$ cat config.mk
export PLATFORM = sky130hd
export DESIGN_NAME = out_uart
export DESIGN_NICKNAME = d
export VERILOG_FILES = /design/src/rtl/out_uart.sv
export SDC_FILE = /design/constraint.sdc
export NUM_CORES = 1
export LEC_CHECK = 0
export CAP_MARGIN = 40
export CORE_ASPECT_RATIO = 0.8
export CORE_UTILIZATION = 55
export DETAILED_ROUTE_END_ITERATION = 8
export GPL_ROUTABILITY_DRIVEN = 1
export PLACE_DENSITY = 0.73
export SYNTH_ARGS = -nofsm -noshare
export SYNTH_HDL_FRONTEND = slang
export SYNTH_SLANG_ARGS = --single-unit
$ cat constraint.sdc
create_clock -name clock -period 7.3 [get_ports clock]
set_input_delay 1.095 -clock clock [delete_from_list [all_inputs] [get_ports clock]]
set_output_delay 1.095 -clock clock [all_outputs]
set_load 0.01 [all_outputs]
$ cat src/rtl/out_uart.sv
// out_uart: buffers bytes from the core's output port in a small FIFO and
// serialises them on a UART TX line (8N1, LSB first). The core cannot be
// stalled, so bytes arriving while the FIFO is full are dropped and a sticky
// overflow flag is raised.
//
// Optional feature macro: OUT_UART_PARITY_EN -- inserts an even-parity bit
// between the data bits and the stop bit (8E1 frame). Ports are unchanged.
//
// Ports:
//   clock        system clock, rising edge
//   reset_n      asynchronous active-low reset
//   out_en       byte-valid strobe from core
//   out_data     byte from core, sampled when out_en=1
//   overflow_clr synchronous clear of the overflow flag
//   tx           UART serial line, idles high
//   busy         FIFO non-empty or frame in progress
//   fifo_full    fifo_count == FIFO_DEPTH
//   fifo_count   bytes buffered, 0..FIFO_DEPTH
//   overflow     sticky, set when a byte was dropped
module out_uart #(
  parameter int unsigned CLKS_PER_BIT = 434,
  parameter int unsigned FIFO_DEPTH   = 16,
  parameter int unsigned FIFO_AW      = $clog2(FIFO_DEPTH)
) (
  input  logic             clock,
  input  logic             reset_n,
  input  logic             out_en,
  input  logic [7:0]       out_data,
  input  logic             overflow_clr,
  output logic             tx,
  output logic             busy,
  output logic             fifo_full,
  output logic [FIFO_AW:0] fifo_count,
  output logic             overflow
);

  localparam int unsigned      CntW      = (CLKS_PER_BIT > 1) ? $clog2(CLKS_PER_BIT) : 1;
  localparam logic [CntW-1:0]  CntMax    = CntW'(CLKS_PER_BIT - 1);
  localparam logic [FIFO_AW:0] CountFull = (FIFO_AW + 1)'(FIFO_DEPTH);

`ifdef OUT_UART_PARITY_EN
  typedef enum logic [2:0] {StIdle, StStart, StData, StParity, StStop} state_e;
`else
  typedef enum logic [2:0] {StIdle, StStart, StData, StStop} state_e;
`endif

  state_e             state_q, state_d;
  logic [CntW-1:0]    cnt_q, cnt_d;
  logic [2:0]         bit_q, bit_d;
  logic [7:0]         shift_q, shift_d;
  logic               tx_q, tx_d;
  logic [FIFO_AW-1:0] wr_ptr_q, rd_ptr_q;
  logic [FIFO_AW:0]   count_q, count_d;
  logic               ovf_q, ovf_d;
  logic [7:0]         mem_q [FIFO_DEPTH];
  logic [7:0]         head;
  logic               push, pop, drop, bit_done;

  assign head     = mem_q[rd_ptr_q];
  // Acceptance looks only at the pre-edge count; a same-cycle pop does not make room.
  assign push     = out_en && (count_q != CountFull);
  assign drop     = out_en && (count_q == CountFull);
  assign bit_done = (cnt_q == CntMax);

  // Set wins over clear so a drop coinciding with a clear is never lost.
  assign ovf_d = drop ? 1'b1 : (overflow_clr ? 1'b0 : ovf_q);

  always_comb begin
    count_d = count_q;
    if (push && !pop) begin
      count_d = count_q + 1'b1;
    end else if (pop && !push) begin
      count_d = count_q - 1'b1;
    end
  end

`ifdef OUT_UART_PARITY_EN
  logic parity_q;

  // Parity is captured at pop because the shift register is consumed during DATA.
  always_ff @(posedge clock or negedge reset_n) begin
    if (!reset_n) begin
      parity_q <= 1'b0;
    end else if (pop) begin
      parity_q <= ^head;
    end
  end
`endif

  always_comb begin
    state_d = state_q;
    cnt_d   = bit_done ? '0 : cnt_q + 1'b1;
    bit_d   = bit_q;
    shift_d = shift_q;
    tx_d    = tx_q;
    pop     = 1'b0;
    unique case (state_q)
      StIdle: begin
        cnt_d = '0;
        tx_d  = 1'b1;
        if (count_q != '0) begin
          pop     = 1'b1;
          shift_d = head;
          state_d = StStart;
          tx_d    = 1'b0;
        end
      end
      StStart: begin
        if (bit_done) begin
          bit_d   = '0;
          state_d = StData;
          tx_d    = shift_q[0];
        end
      end
      StData: begin
        if (bit_done) begin
          if (bit_q == 3'd7) begin
`ifdef OUT_UART_PARITY_EN
            state_d = StParity;
            tx_d    = parity_q;
`else
            state_d = StStop;
            tx_d    = 1'b1;
`endif
          end else begin
            bit_d   = bit_q + 3'd1;
            shift_d = shift_q >> 1;
            tx_d    = shift_q[1];
          end
        end
      end
`ifdef OUT_UART_PARITY_EN
      StParity: begin
        if (bit_done) begin
          state_d = StStop;
          tx_d    = 1'b1;
        end
      end
`endif
      StStop: begin
        if (bit_done) begin
          state_d = StIdle;
          tx_d    = 1'b1;
        end
      end
      default: begin
        state_d = StIdle;
        tx_d    = 1'b1;
      end
    endcase
  end

  always_ff @(posedge clock or negedge reset_n) begin
    if (!reset_n) begin
      state_q  <= StIdle;
      cnt_q    <= '0;
      bit_q    <= '0;
      shift_q  <= '0;
      tx_q     <= 1'b1;
      wr_ptr_q <= '0;
      rd_ptr_q <= '0;
      count_q  <= '0;
      ovf_q    <= 1'b0;
    end else begin
      state_q  <= state_d;
      cnt_q    <= cnt_d;
      bit_q    <= bit_d;
      shift_q  <= shift_d;
      tx_q     <= tx_d;
      count_q  <= count_d;
      ovf_q    <= ovf_d;
      if (push) wr_ptr_q <= wr_ptr_q + 1'b1;
      if (pop)  rd_ptr_q <= rd_ptr_q + 1'b1;
    end
  end

  // Storage needs no reset; pointers and count define validity.
  always_ff @(posedge clock) begin
    if (push) mem_q[wr_ptr_q] <= out_data;
  end

  assign tx         = tx_q;
  assign busy       = (state_q != StIdle) || (count_q != '0);
  assign fifo_full  = (count_q == CountFull);
  assign fifo_count = count_q;
  assign overflow   = ovf_q;

endmodule

; Yosys cells after proc, flatten, opt, wreduce, memory -nomap -nowiden
; Memory sizes are Yosys's and may differ from the RTL's.
; Cells that the tools add are included.
[totals]
ramBits = 128
register_bits = 38
input_bits = 12
output_inout_bits = 9
wordCells = 76
mem_count = 1
[memory_table]
columns = name, words, width, rd, rd_clocked_by_memory_dff, write_ports, line
row1 = mem_q, 16, 8, 1, 0, 1, 55  ; logic [7:0] mem_q [FIFO_DEPTH];
[op_classes]
add_sub_neg = 6
eq_ne = 13
reduce_logical = 18
n_mux = 29
[op_table]
columns = operator, count
row1 = 8-bit two-way mux, 3
row2 = 3-bit two-way mux, 7
row3 = 9-bit two-way mux, 2
row4 = 8-bit case mux with 2 select lines, 1
row5 = 2-bit inequality test (second input constant), 6
row6 = 3-bit case mux with 4 select lines, 1
row7 = 1-bit two-way mux, 11
row8 = 5-bit two-way mux, 2
row9 = 9-bit by 1-bit adder with 9-bit output (second input constant), 1
row10 = 9-bit equality test (second input constant), 1
row11 = 4-bit by 1-bit adder with 4-bit output (second input constant), 2
row12 = 4-bit AND reduction, 2
row13 = 2-bit nonzero test, 4
row14 = 3-bit by 2-bit equality test with 1-bit output (second input constant), 2
row15 = 3-bit case mux with 2 select lines, 1
row16 = 5-bit by 1-bit adder with 5-bit output (second input constant), 1
row17 = 5-bit equality test (second input constant), 1
row18 = 5-bit inequality test (second input constant), 1
row19 = 5-bit AND reduction, 1
row20 = 5-bit nonzero test, 1
row21 = 5-bit by 1-bit subtractor with 5-bit output (second input constant), 1
row22 = 1-bit logical AND, 4
row23 = 1-bit case mux with 4 select lines, 1
row24 = 3-bit by 1-bit adder with 3-bit output (second input constant), 1
row25 = 7 further kinds, 8

; Logic depth before layout (Yosys ltp)
; Gate-level depths: netlist of the first run.
[depth]
depth_word = 6
ltp_mapped = 12
depth_no_buf = 12

; Worst setup path before layout of the first run
; Ideal clock, no wire load.
[synth_path]
kind = register -> register
from = reg count_q[1], in the netlist fifo_count[1]
to = reg count_q[4], in the netlist fifo_count[4]
required_ns = 7.168
path_buffers = 1
setup_time_ns = 0.132
arrival_time_ns = 2.692
path_slack_ns = 4.476
path_stages_with_launch = 13
synth_period_minus_slack_ns = 2.824
path_cell_list = dfrtp_1 -> or4_4 -> nor2_2 -> nor2b_1 -> buf_2 -> ha_1 -> inv_1 -> ha_1 -> a21o_1 -> a21oi_1 -> xnor2_1 -> nor2_1 -> xor2_1
[synth_via]
elab_cells_between_ends = 14
classes_between = add/sub: 2 / eq/ne: 1 / mux: 4 / reduce/logical: 7
[synth_rtl]
columns = item, line
row1 = from (decl), 53  ; logic [FIFO_AW:0] count_q, count_d;
row2 = from (signal assigned), 170  ; count_q <= count_d;
row3 = 5-bit inequality test (*), 61  ; assign push = out_en && (count_q != CountFull);
row4 = 1-bit logical AND (*), 61
row5 = via push, 57  ; logic push, pop, drop, bit_done;
row6 = 1-bit zero test, 72  ; end else if (pop && !push) begin
row7 = 1-bit logical AND, 72
row8 = 2-bit nonzero test (no source line), n/a
; Mark *: on every way through the listed nets, which the timed path passes. The rest lies on a longest branch. The select of a mux whose other input is x is not followed.
; A chain may end at the register's enable or synchronous reset.

; Worst setup path after layout of the first run
[layout_path]
from = reg count_q[0], in the netlist fifo_count[0]
to = out busy
[layout_via]
elab_chain_len = 2
[layout_rtl]
columns = item, line
row1 = 5-bit nonzero test, 183  ; assign busy = (state_q != StIdle) || (count_q != '0);
row2 = 1-bit logical OR, 183
row3 = to (decl), 31  ; output logic busy,
; No other way between the ends.

==> results of run 1 <==
[layout make-up]
cell class	count	share of cell area [%]
multi-input cells	237	25.7
flip-flops and latches	165	60.5
repair buffers	27	3.27
inverters	12	0.571
well taps	171	2.71
clock buffers	18	5.44
clock inverters	14	1.89
[per-layer routing]
| layer | GRT usage [%] | vias up |
|---|---|---|
| met5 | 0 | - |
| met4 | 9.77 | 0 |
| met3 | 4.88 | 16 |
| met2 | 36.0 | 74 |
| met1 | 29.8 | 1857 |
| li1 | - | 1712 |
[power by group]
group | total [mW] | switching (mW) | leakage [nW] | internal (mW)
clock | 0.873 | 0.367 | 0.277 | 0.506
combinational | 0.993 | 0.537 | 0.928 | 0.456
sequential | 1.29 | 0.113 | 1.61 | 1.17
[sequential cells by signal, indices dropped and copies added, names as in the netlist]
register / cells
mem_q: 128
cnt_q: 9
shift_q: 8
fifo_count: 5
rd_ptr_q: 4
wr_ptr_q: 4
bit_q: 3
state_q: 2
overflow: 1
tx: 1
[cells in the mapped netlist, drive strengths merged (2+ instances only)]
library cell	number	area (µm²)
o22ai	6	37.5
clkbuf	5	22.5
ha	18	225
o32ai	2	17.5
a21oi	13	68.8
xnor2	12	105
mux2i	25	250
a21o	3	22.5
nor2	29	111
nand2b	5	31.3
edfxtp	128	3840
buf	14	100
o21ai	9	45.0
o311ai	6	52.6
nor2b	5	31.3
mux2	3	37.5
o21a	6	45.0
a22o	4	35.0
nand2	27	104
dfrtp	36	901
a22oi	12	90.1
nor3	8	45.0
nand4	2	12.5
mux4	21	477
nand3	5	25.0
xor2	5	43.8
inv	12	45.0
[cells by family after synthesis]
family | after synthesis | share of synthesized area (%)
AO/OA/AOI/OAI | 62 | 6.06
XOR/XNOR | 17 | 2.14
adder cells (fa/ha/maj) | 19 | 3.52
buffers and inverters | 31 | 2.41
flip-flops | 165 | 68.5
multiplexers | 49 | 11.0
AND/OR/NAND/NOR | 90 | 6.38
[how the worst min path moves through the flow]
stage	cells after the start	end	slack, ns	startpoint
5_1_grt	1	shift_q[6]	0.51	shift_q[6]
2_1_floorplan	1	cnt_q[0]	0.45	cnt_q[0]
6_report	1	cnt_q[0]	0.48	cnt_q[0]
3_3_place_gp	1	cnt_q[0]	0.47	cnt_q[0]
4_1_cts	1	cnt_q[0]	0.49	cnt_q[0]
3_5_place_dp	1	cnt_q[0]	0.48	cnt_q[0]
[through the flow]
stage               util (%)  hold WS [ns]
floorplan                  -         0.453
CTS                     64.4         0.491
global route            64.4         0.512
finish                  64.4         0.483
detailed placement      59.7         0.483
global placement        59.3         0.472
[critical path, stage by stage, from the launching register on]
cell and delay (ns):
dfrtp_1 0.45, or4_4 0.58, nor3b_4 0.34, inv_1 0.11
clkdlybuf4s50_1 0.49
==> metrics.md, run 1 <==
| Metric | Value |
|---|---|
| Max IR drop VDD | approximately 0.28 mV |
| First-pass DRT Iterations | 4 |
| Detailed Place HPWL | between 8000 and 9000 µm |
| Final Worst Setup Slack | about 3.8 ns |
| GRT Residual Overflow | 0 |
| CP required | between 6 and 7 ns |
| Drt initial violations | about 320 |
| CTS tree | built |
| Crit path to | busy |
| Die W | roughly 130 µm |
| Cts repair resizes | 0 |
| Setup Crit Path Kind | flip-flop to output pin |
| Drt total wl | roughly 13,000 µm |
| Hold Fails Final Rpt | 0 |
| Die area | around 0.013 mm² |
| DR vias/cell | about 5.7 |
| EDFF count, synth | ~130 |
| Fmax | ~0.29 GHz |
| Slew headroom | a little over two fifths |
| Launching point of the worst reg2reg path | fifo_count[0] |
| Die Span Y | 103 µm |
| LEAKAGE | ~2.8 nW |
| Async set or reset register ratio after synthesis | 22.4% |
| Met2 routed WL | around 6500 µm |
| H-Tree Depth | 4 |
| Reg2reg end | fifo_count[4] |
| Worst-Skew Late Latency | roughly 0.43 ns |
| Clk root buf | clkbuf_16 |
| All-Layer GR Usage | around 22% |
| Hold_buf cts | 0 |
| CP max FO | 5 |
| Outcome | finished, final reports clean |
| Yosys cell types | roughly 50 |
| Initial antenna violation count | 1 |
| Ports | 21 |
| CTS buffer count | 17 |
| Diode count | 0 |
| Commonest non-fill, non-tap cell in the layout | edfxtp_1 |
| Startpoint Class | flip-flop |
| Post-CTS setup buffer count | 0 |
| R2R cell count | 11 |
| Post-synthesis net count | 464 |
| Final setup fails | 0 |
| Cells after DPL | roughly 610 |
| Row Count | 36 |
| Top sig layer | met4 |
| First-pass GRT wire length | 20,600 µm |
| Pwr Total | 3.15 mW |
| Area delta synth->final | 13.3% |
| DRT antenna net count | 0 |
| Initial Util | roughly 57% |
| Maxcap violations | 0 |
| Vias in the first global route | around 3.7k |
| Port bufs | 20 |
| Sequential cell area | 0.00477 mm² |
| PwrDens | between 300 and 400 mW/mm² |
| Final Max Slew Viols | 0 |
| Cells after Synth | approximately 430 |
| Commonest cells after routing, fill and taps aside | edfxtp_1 (128), dfrtp_1 (36), nor2_1 (28), nand2_1 (26), mux2i_1 (25) |
| Clock Sinks | around 170 |
| RSZ-0062 raised after global routing | no |
| Routed len/inst | slightly above 20 µm |
| CP arrival | around 2.4 ns |
| Fillers | 890 |
| Placement Cell Area | roughly 0.0073 mm² |
| Clock-pin slew on the worst setup and hold paths | approximately 0.060 ns |
| Worst slew pin tran | around 0.85 ns |
| Share of cells above drive strength 1 | between 10% and 20% |
| Worst clock skew | 0.0106 ns |
| Via count | ~3.7k |
| Final Cycle Share | a little under half |
| Main flop type after synthesis | edfxtp_1 |
| DRC viols | 0 |
| Final min period | between 3 and 4 ns |
| Worst slack, placed | between 3 and 4 ns |
| Met3 Wirelength | ~500 µm |
| Setup tns final | 0 ns |
| Setup slack, reg-to-reg | about 4.4 ns |
| Gpl congestion | ~0.78 |
| Critical Path Source | fifo_count[0] |
| Post-synthesis register bit count | roughly 170 |
| Fin cells | about 640 |
| Setup crit end kind | output pin |
| Mean Syn Cell Area | between 15 and 20 µm² |
| M1 WL | roughly 6000 µm |
| CTS Buffer Depth | 2 |
| Hold crit path type | flip-flop to flip-flop |
| Multi-input gate area | 0.00202 mm² |
| Mapped Area | roughly 0.0070 mm² |
| Sequential element share of the synthesized area | slightly below 70% |
| Final #Nets | about 490 |
| Largest net degree at the start of global routing | 38 |
| Post-route cell area | roughly 0.0079 mm² |
| Ys Warns | 0 |
| Area of the core | between 0.01 and 0.015 mm² |
Power figures use the tool's default switching activity.
==> inputs of run 2 (changes only) <==
Settings changed: PLACE_DENSITY 0.73 to 0.76.
Clock period 7.3 ns to 3.2 ns, I/O delays scaled along.
==> run 2 against run 1 <==
Sequential cell count stayed put; die area stayed put; critical path depth is 8 higher; sequential power is 130% higher; cell area is 2.2% higher; hold slack worse by 0.33 ns; largest power group unchanged.
==> metrics.md, run 2 (same netlist as run 1, synthesis figures left out) <==
| Metric | Value |
|---|---|
| Outcome | finished, final reports clean |
| Row Count | 36 (unchanged) |
| First-pass DRT Iterations | 5 (+1) |
| Final Max Slew Viols | 0 (unchanged) |
| Via count | 3,817 (+4.3%) |
| DR vias/cell | 5.80 (+2.1%) |
| Commonest non-fill, non-tap cell in the layout | edfxtp_1 |
| Maxcap violations | 0 (unchanged) |
| Startpoint Class | flip-flop |
| R2R cell count | 12 (+1) |
| Clock Sinks | 165 (unchanged) |
| Fin cells | 658 (+2.2%) |
| Max reg flops | 128 (unchanged) |
| CTS tree | built |
| Reg2reg end | fifo_count[4] |
| First-pass GRT wire length | 21,900 µm (+6.1%) |
| Drt total wl | 13,900 µm (+5.1%) |
| Final #Nets | 505 (+2.9%) |
| Diode count | 0 (unchanged) |
| Worst-Skew Late Latency | 0.42 ns (about the same) |
| Cells after DPL | 626 (+2.3%) |
| Max IR drop VDD | 0.401 mV (+45%) |
| Setup tns final | 0 ns (unchanged) |
| Pwr Total | 7.51 mW (+140%) |
| Routed len/inst | 21.1 µm (+2.8%) |
| Hold Fails Final Rpt | 0 (unchanged) |
| Setup crit end kind | flip-flop |
| Port bufs | 20 (unchanged) |
| Fin Hold WS | 0.153 ns (-0.330 ns) |
| All-Layer GR Usage | 23.6% (+1.3 points) |
| Final setup fails | 0 (unchanged) |
| Clock-pin slew on the worst setup and hold paths | 0.06 ns (about the same) |
| Worst clock skew | 0.00832 ns (-0.00226 ns) |
| Area of the core | 0.0123 mm² (unchanged) |
| Worst stage delay on the critical path | 0.60 ns (+0.02 ns) |
| Vias in the first global route | 3,948 (+5.4%) |
| Share of cells above drive strength 1 | 16.8% (+2.7 points) |
| Largest net degree at the start of global routing | 38 (unchanged) |
| Die Span Y | 103 µm (unchanged) |
| Setup Crit Path Kind | flip-flop to flip-flop |
| Gpl congestion | 0.786 (+1.4%) |
| CTS Buffer Depth | 2 (unchanged) |
| DRC viols | 0 (unchanged) |
| Slew headroom | 45.2% (+2.1 points) |
| Cts repair resizes | 0 (unchanged) |
| Die area | 0.0131 mm² (unchanged) |
| Area delta synth->final | 15.8% |
| CP required | 3.50 ns (-2.70 ns) |
| Largest registers | mem_q (128), cnt_q (9), shift_q (8) |
| Biggest register | mem_q |
| Fmax | roughly 0.34 GHz |
| Ports | 21 (unchanged) |
| Final Cycle Share | a little over 90% |
| Post-CTS setup buffer count | 0 (unchanged) |
| Detailed Place HPWL | 8990 µm (+3.4%) |
| PwrDens | 931 mW/mm² (+130%) |
| CP Cell Sequence | or4_4, nor2_1, nor2b_1, inv_1, ha_1, inv_1, fa_1, a21o_1, a21oi_1, xnor2_1, nor2_1, xor2_1 |
| Finished Core Util | 65.8% (+1.4 points) |
| Clk root buf | clkbuf_16 |
| Die W | 128 µm (unchanged) |
| Initial Util | 56.8% (unchanged) |
| Fillers | 852 (-4.3%) |
| DRT antenna net count | 0 (unchanged) |
| Final min period | slightly below 3 ns |
| Hold_buf cts | 0 (unchanged) |
| Hold crit path type | primary input to async pin |
| LEAKAGE | 2.91 nW (+3.4%) |
| Setup slack, reg-to-reg | 0.27 ns (-4.16 ns) |
| Commonest cells after routing, fill and taps aside | edfxtp_1 (128), dfrtp_1 (36), nor2_1 (28), nand2_1 (26), mux2i_1 (25) |
| CP max FO | 5 (unchanged) |
| GRT Residual Overflow | 0 (unchanged) |
| Worst slew pin tran | 0.822 ns (-0.0310 ns) |
| H-Tree Depth | 4 (unchanged) |
| CP arrival | 3.23 ns (+0.83 ns) |
| Launching point of the worst reg2reg path | fifo_count[1] |
| Initial antenna violation count | 0 (-1) |
| CP max-delay cell | or4_4 |
| RSZ-0062 raised after global routing | no |
| CTS buffer count | 17 (unchanged) |
| Drt initial violations | 298 (-6.3%) |
run 2: cell count changes in the layout (fill, tap and decap cells not counted), moves of 2 or more:
cell	previous run	this run
inv_6	4	1
clkinv_4	3	1
bufinv_16	2	5
buf_2	5	1
buf_4	2	21
clkinvlp_4	2	4
clkbuf_8	0	2
clkinv_1	2	0
run 2: stage by stage:
| stage | worst slack [ns] | instance area [µm²] |
|---|---|---|
| after floorplan | 0.376 | 6960 |
| after global placement | 0.393 | 7410 |
| after detailed placement | 0.262 | 7410 |
| after CTS | 0.245 | 8070 |
| after global routing | 0.0645 | 8070 |
| final | 0.267 | 8070 |
run 2: final cells by class:
type | count | area, µm² | share of cell area, %
Clock buffer | 21 | 460 | 5.71
Sequential cell | 165 | 4770 | 59.2
Tap cell | 171 | 214 | 2.65
Timing Repair Buffer | 41 | 353 | 4.37
Multi-Input combinational cell | 237 | 2020 | 25.1
Clock inverter | 11 | 198 | 2.45
Inverter | 12 | 45.0 | 0.558
run 2: worst max path at each step:
stage / from / to / slack [ns] / depth (start not counted)
detailed placement: fifo_count[1] / fifo_count[4] / 0.26 / 12
global placement: fifo_count[0] / fifo_count[4] / 0.39 / 12
global route: fifo_count[1] / fifo_count[4] / 0.06 / 12
finish: fifo_count[1] / fifo_count[4] / 0.27 / 12
floorplan: fifo_count[1] / fifo_count[4] / 0.38 / 12
CTS: fifo_count[1] / fifo_count[4] / 0.25 / 12
run 2: power by group:
part / total [mW] / switching, mW / internal, mW / leakage, nW
Combinational: 2.31 / 1.25 / 1.06 / 0.995
Clock: 2.24 / 0.812 / 1.43 / 0.306
Sequential: 2.96 / 0.283 / 2.67 / 1.61
run 2: worst max-delay path, delay by kind of cell, from the launching register on:
kind	cells	cell delay [ns]
AOI/OAI and AO/OA	2	0.39
xor gates and xnor gates	2	0.28
adders and majority gates	2	0.62
buffers and inverters	2	0.23
DFF	1	0.44
and+or+nand+nor	4	0.86
run 2: per-layer routing:
| layer | track usage, % | vias up | wire, µm | share of wire, % |
|---|---|---|---|---|
| li1 | - | 1740 | - | - |
| met1 | 31.6 | 1950 | 6090 | 44 |
| met4 | 8.69 | 0 | 243 | 1.8 |
| met2 | 39.5 | 105 | 6900 | 50 |
| met3 | 4.36 | 22 | 654 | 4.7 |
| met5 | 0 | - | 0 | 0 |
==> inputs of run 3 (changes only) <==
Settings changed: CTS_BUF_LIST from default to sky130_fd_sc_hd__clkbuf_8, GPL_ROUTABILITY_DRIVEN 1 to 0.
==> run 3 against run 2 <==
Cell count stayed put; register-to-register slack barely moved; worst setup slack worse by 0.0023 ns; die area unchanged; global-route usage fell by 0.78 points; fmax is essentially flat; non-clock buffer count did not move; core utilization shrank 1.6 points; hold slack got worse by 0.036 ns; highest routed layer unchanged; clock-buffer cell count shrank 2; via count decreased by 1.1%; sequential power about the same.
==> metrics.md, run 3 (same netlist as run 1, synthesis figures left out) <==
| Metric | Value |
|---|---|
| Outcome | finished, final reports clean |
| Final Cycle Share | 91.7% (about the same) |
| Drt total wl | 13,300 µm (-4.0%) |
| Post-CTS setup buffer count | 0 (unchanged) |
| Area of the core | 0.0123 mm² (unchanged) |
| Commonest non-fill, non-tap cell in the layout | edfxtp_1 |
| Largest registers | mem_q (128), cnt_q (9), shift_q (8) |
| Worst-Skew Late Latency | 0.45 ns (+0.03 ns) |
| Routed len/inst | 20.3 µm (-4.0%) |
| CP max-delay cell | or4_4 |
| DR vias/cell | 5.74 (-1.1%) |
| First-pass DRT Iterations | 5 (unchanged) |
| Setup Crit Path Kind | flip-flop to flip-flop |
| Setup tns final | 0 ns (unchanged) |
| R2R cell count | 12 (unchanged) |
| Ports | 21 (unchanged) |
| Largest net degree at the start of global routing | 38 (unchanged) |
| Initial Util | 56.8% (unchanged) |
| Area delta synth->final | 13.1% |
| All-Layer GR Usage | 22.8% (-0.78 points) |
| Placement Cell Area | 0.00741 mm² (unchanged) |
| Detailed Place HPWL | 8990 µm (unchanged) |
| Vias in the first global route | 3,892 (-1.4%) |
| Fmax | 0.341 GHz (about the same) |
| Startpoint Class | flip-flop |
| Commonest cells after routing, fill and taps aside | edfxtp_1 (128), dfrtp_1 (36), nor2_1 (28), nand2_1 (26), mux2i_1 (25) |
| Clock Sinks | 165 (unchanged) |
| Drt initial violations | 336 (+13%) |
| Worst path depth | 12 (unchanged) |
| DRT antenna net count | 0 (unchanged) |
| Hold crit path type | primary input to async pin |
| Clock-pin slew on the worst setup and hold paths | 0.08 ns (+0.02 ns) |
| Via count | 3,774 (-1.1%) |
| Final setup fails | 0 (unchanged) |
| Post-route cell area | 0.00787 mm² (-2.4%) |
| Max IR drop VDD | 0.532 mV (+33%) |
| Hold Fails Final Rpt | 0 (unchanged) |
| CTS buffer count | 17 (unchanged) |
| Reg2reg end | fifo_count[4] |
| CP arrival | 3.27 ns (+0.04 ns) |
| Biggest register | mem_q |
| GRT Residual Overflow | 0 (unchanged) |
| Setup slack, reg-to-reg | 0.26 ns (about the same) |
| Crit path buf inv count | 2 (unchanged) |
| Setup crit end kind | flip-flop |
| Die area | 0.0131 mm² (unchanged) |
| Die Span Y | 103 µm (unchanged) |
| Sequential cell area | 0.00477 mm² (unchanged) |
| Worst clock skew | 0.0144 ns (+0.00606 ns) |
| Max reg flops | 128 (unchanged) |
| Die W | 128 µm (unchanged) |
| Pwr Total | 6.94 mW (-7.6%) |
| Diode count | 0 (unchanged) |
| RSZ-0062 raised after global routing | no |
| First-pass GRT wire length | 21,200 µm (-3.3%) |
| Final #Nets | 505 (unchanged) |
| Worst slew pin tran | 0.827 ns (+0.00431 ns) |
| Final Max Slew Viols | 0 (unchanged) |
| Slew headroom | 44.9% (-0.29 points) |
| DRC viols | 0 (unchanged) |
| CP top delay family | simple AND/OR/NAND/NOR gates |
| LEAKAGE | 2.83 nW (-2.7%) |
| Worst stage delay on the critical path | 0.60 ns (about the same) |
| Cts repair resizes | 0 (unchanged) |
| CP max FO | 5 (unchanged) |
| Maxcap violations | 0 (unchanged) |
| Hold_buf cts | 0 (unchanged) |
| Port bufs | 20 (unchanged) |
| Initial antenna violation count | 0 (unchanged) |
| Final min period | 2.94 ns (+0.00233 ns) |
| CP Cell Sequence | or4_4, nor2_1, nor2b_1, inv_1, ha_1, inv_1, fa_1, a21o_1, a21oi_1, xnor2_1, nor2_1, xor2_1 |
| Multi-input gate area | 0.00202 mm² (unchanged) |
| CTS Buffer Depth | 2 (unchanged) |
| PwrDens | 881 mW/mm² (-5.4%) |
| Fillers | 896 (+5.2%) |
| Clk root buf | clkbuf_8 |
| CTS tree | built |
| H-Tree Depth | 4 (unchanged) |
| Launching point of the worst reg2reg path | fifo_count[1] |
| CP required | 3.53 ns (+0.03 ns) |
| Row Count | 36 (unchanged) |
| Share of cells above drive strength 1 | 16.8% (unchanged) |
run 3: changes by cell type in the layout (fill, tap and decap cells not counted), sizes merged:
| cell | change |
|---|---|
| clkbuf | -2 |
| inv | +2 |
run 3: worst max-delay path by stage:
stage | endpoint | startpoint
after floorplan | fifo_count[4] | fifo_count[1]
after global placement | fifo_count[4] | fifo_count[0]
after CTS | fifo_count[4] | fifo_count[1]
after detailed placement | fifo_count[4] | fifo_count[1]
final | fifo_count[4] | fifo_count[1]
after global routing | fifo_count[4] | fifo_count[1]
run 3: final cells by class:
type                    count  share of cell area (%)
clock buffers              19                    3.32
clock inverters            13                    2.61
flip-flops and latches    165                    60.6
well taps                 171                    2.72
repair buffers             41                    4.48
multi-input cells         237                    25.7
inverters                  12                   0.572
run 3: power by group:
part	internal [mW]	total, mW	switching (mW)
Combinational	1.06	2.27	1.22
Sequential	2.67	2.95	0.278
Clock	0.968	1.72	0.748
Total	4.69	6.94	2.24
run 3: per-stage QoR:
stage | hold WS [ns] | instances | utilization, % | setup slack, ns
finish | 0.117 | 658 | 64.3 | 0.264
floorplan | 0.184 | 433 | - | 0.376
CTS | 0.137 | 658 | 64.3 | 0.242
global placement | 0.473 | 626 | 60.5 | 0.393
detailed placement | 0.481 | 626 | 60.5 | 0.262
global route | 0.182 | 658 | 64.3 | 0.0613
run 3: per-layer routing:
metal / vias up / track usage [%] / part of all wire [%]
li1: 1730 / - / -
met1: 1936 / 30.7 / 44
met2: 89 / 37.1 / 49
met3: 19 / 5.81 / 4.9
met4: 0 / 7.51 / 1.6
met5: - / 0 / 0
==> RTL change, RTL diff (config.mk and constraints of run 1) <==
The option `OUT_UART_PARITY_EN` is turned on by a define.
--- a/src/rtl/out_uart.sv
+++ b/src/rtl/out_uart.sv
@@ -19,2 +19,4 @@
 //   overflow     sticky, set when a byte was dropped
+`define OUT_UART_PARITY_EN
+
 module out_uart #(
Check against the original RTL: same outputs for any inputs over 10 cycles, from zero or initial values and one cycle with reset_n low; that may be too few to reach the edited logic, so the function may still have changed.
==> RTL change against run 1 <==
- final cell count decreased by 2.2%
- synthesized cell count decreased by 2.8%
- wire length decreased by 1.1%
- sequential cell count increased by 2
- area after synthesis increased by 0.65%
- cell area increased by 0.38%
- utilization about the same
- critical path depth increased by 6
- worst setup slack improved by 190 ps
Power is not compared: it rests on default switching activity, and its combinational part moved more than twofold at a synthesized area within 25%.
==> RTL change: results (changes against run 1) <==
[yosys] top cells by area, synth sky130_fd_sc_hd__edfxtp_1, sky130_fd_sc_hd__dfrtp_1, sky130_fd_sc_hd__mux4_2, sky130_fd_sc_hd__mux4_1, sky130_fd_sc_hd__xnor2_1
[placed_design] half-perimeter wire length after detailed placement 8553 µm [-1.7%]
[yosys] number of nets in the synthesized netlist 447 [-3.7%]
[global_route] GR Util All Layers 0.2178 [-0.005449]
[route] detailed-route wire length 13070 µm [-1.1%]
[yosys] proportion of synthesized area in mux cells 0.1223 [+0.01251]
[cells_and_area] fraction of area in multi-input gates 0.2547 [-0.001921]
[route] initial drt markers 335 [+5.3%]
[placed_design] Placement Cell Area 7338 µm² [+0.36%]
[critical_path] CP max stage cell sky130_fd_sc_hd__nor2b_1
[cells_and_area] ratio of cells with drive above 1 in the final layout 0.1351 [-0.006573]
[global_route] wire length of the first global-routing pass 20110 µm [-2.5%]
[yosys] post-synthesis adder-cell area fraction 0.02607 [-0.009153]
[yosys] Post-synth top cells sky130_fd_sc_hd__edfxtp_1, sky130_fd_sc_hd__dfrtp_1, sky130_fd_sc_hd__nand2_1, sky130_fd_sc_hd__nor2_1
[placed_design] weighted congestion at the end of routability-driven global placement 0.7807 [+0.67%]
[cells_and_area] Layout clock area frac 0.07346 [+0.0001961]
[hold_path] hold path depth 2 [+1]
[global_route] pin count of the biggest net entering global routing 36 [-5.3%]
[cells_and_area] fin nets 472 [-3.9%]
[yosys] post-synthesis xor/xnor area fraction 0.03249 [+0.01111]
[yosys] register area share after synthesis 0.6879 [+0.002738]
[hold_path] endpoint of the worst hold path shift_q[6]
[yosys] Cell variety after synth 45 [-12%]
[yosys] ys async rst share 0.2335 [+0.009291]
[yosys] number of storage elements in the synthesis netlist 167 [+1.2%]
[critical_path] Crit path largest cell delay 540 ps [-40 ps]
[critical_path] top cell family by delay on the critical path adder cells
[global_route] number of antenna violations at the first check in global routing 0 [-1]
[yosys] Post-Synthesis Cells 421 [-2.8%]
[critical_path] FF-to-FF path depth 12 [+1]
[cells_and_area] number of fill cells in the layout 848 [-4.7%]
[cells_and_area] clock buf count 19 [+1]
[cells_and_area] layout inverter count without the clock tree 8 [-4]
[global_route] vias in the first global route 3584 [-4.3%]
[placed_design] number of cells in the design after placement 598 [-2.3%]
[yosys] mean instance size in the synthesized netlist 16.65 µm² [+3.5%]
[critical_path] maximum fanout encountered on the critical timing path 9 [+4]
[run_status] status finished, final reports clean
[timing] Worst-Margin Slew 950.1 ps [+96.74 ps]
[cells_and_area] share of cell area taken by flip-flops and latches 0.6088 [+0.004183]
[hold_path] startpoint of the most critical hold path shift_q[6]
[cells_and_area] relative area of non-clock buffer cells in the final design 0.03223 [-0.0004398]
==> RTL change: changes by cell type after synthesis, moves of 6 or more <==
cell,delta
sky130_fd_sc_hd__xnor2_1,+8
sky130_fd_sc_hd__mux2i_1,-17
sky130_fd_sc_hd__a21oi_1,-8
sky130_fd_sc_hd__o22ai_1,-6
sky130_fd_sc_hd__mux4_1,+11
sky130_fd_sc_hd__nand2_1,+11
sky130_fd_sc_hd__o21ai_0,+8
sky130_fd_sc_hd__o21a_1,-6
==> RTL change: through the flow <==
step	power (mW)	util
floorplan	1.457	-
global placement	1.572	0.5931
detailed placement	1.601	0.5968
CTS	2.470	0.6441
global route	2.556	0.6441
finish	2.452	0.6441
==> RTL change: routing by layer <==
layer / GRT usage / vias to the layer above / share of wire
met5: 0 / - / 0
met4: 0.05973 / 0 / 0.0058
met3: 0.06072 / 5 / 0.042
met2: 0.3301 / 79 / 0.48
met1: 0.3136 / 1857 / 0.47
li1: - / 1669 / -
==> RTL change: power by group <==
group          switching, mW  internal [mW]  total, mW  leakage, nW
logic                  0.192          0.163      0.355        0.941
registers             0.0766           1.15       1.22         1.64
clock network          0.364          0.509      0.874        0.282
==> RTL change: worst max-delay path by stage <==
| stage | start | to | slack (ps) | cells past startpoint |
|---|---|---|---|---|
| after floorplan | out_en | fifo_count[4] | 4370 | 10 |
| after global placement | out_en | fifo_count[4] | 3570 | 10 |
| after detailed placement | out_en | fifo_count[4] | 3550 | 10 |
| after CTS | fifo_count[0] | busy | 3970 | 4 |
| after global routing | out_en | fifo_count[4] | 3790 | 10 |
| final | out_en | fifo_count[4] | 3990 | 10 |
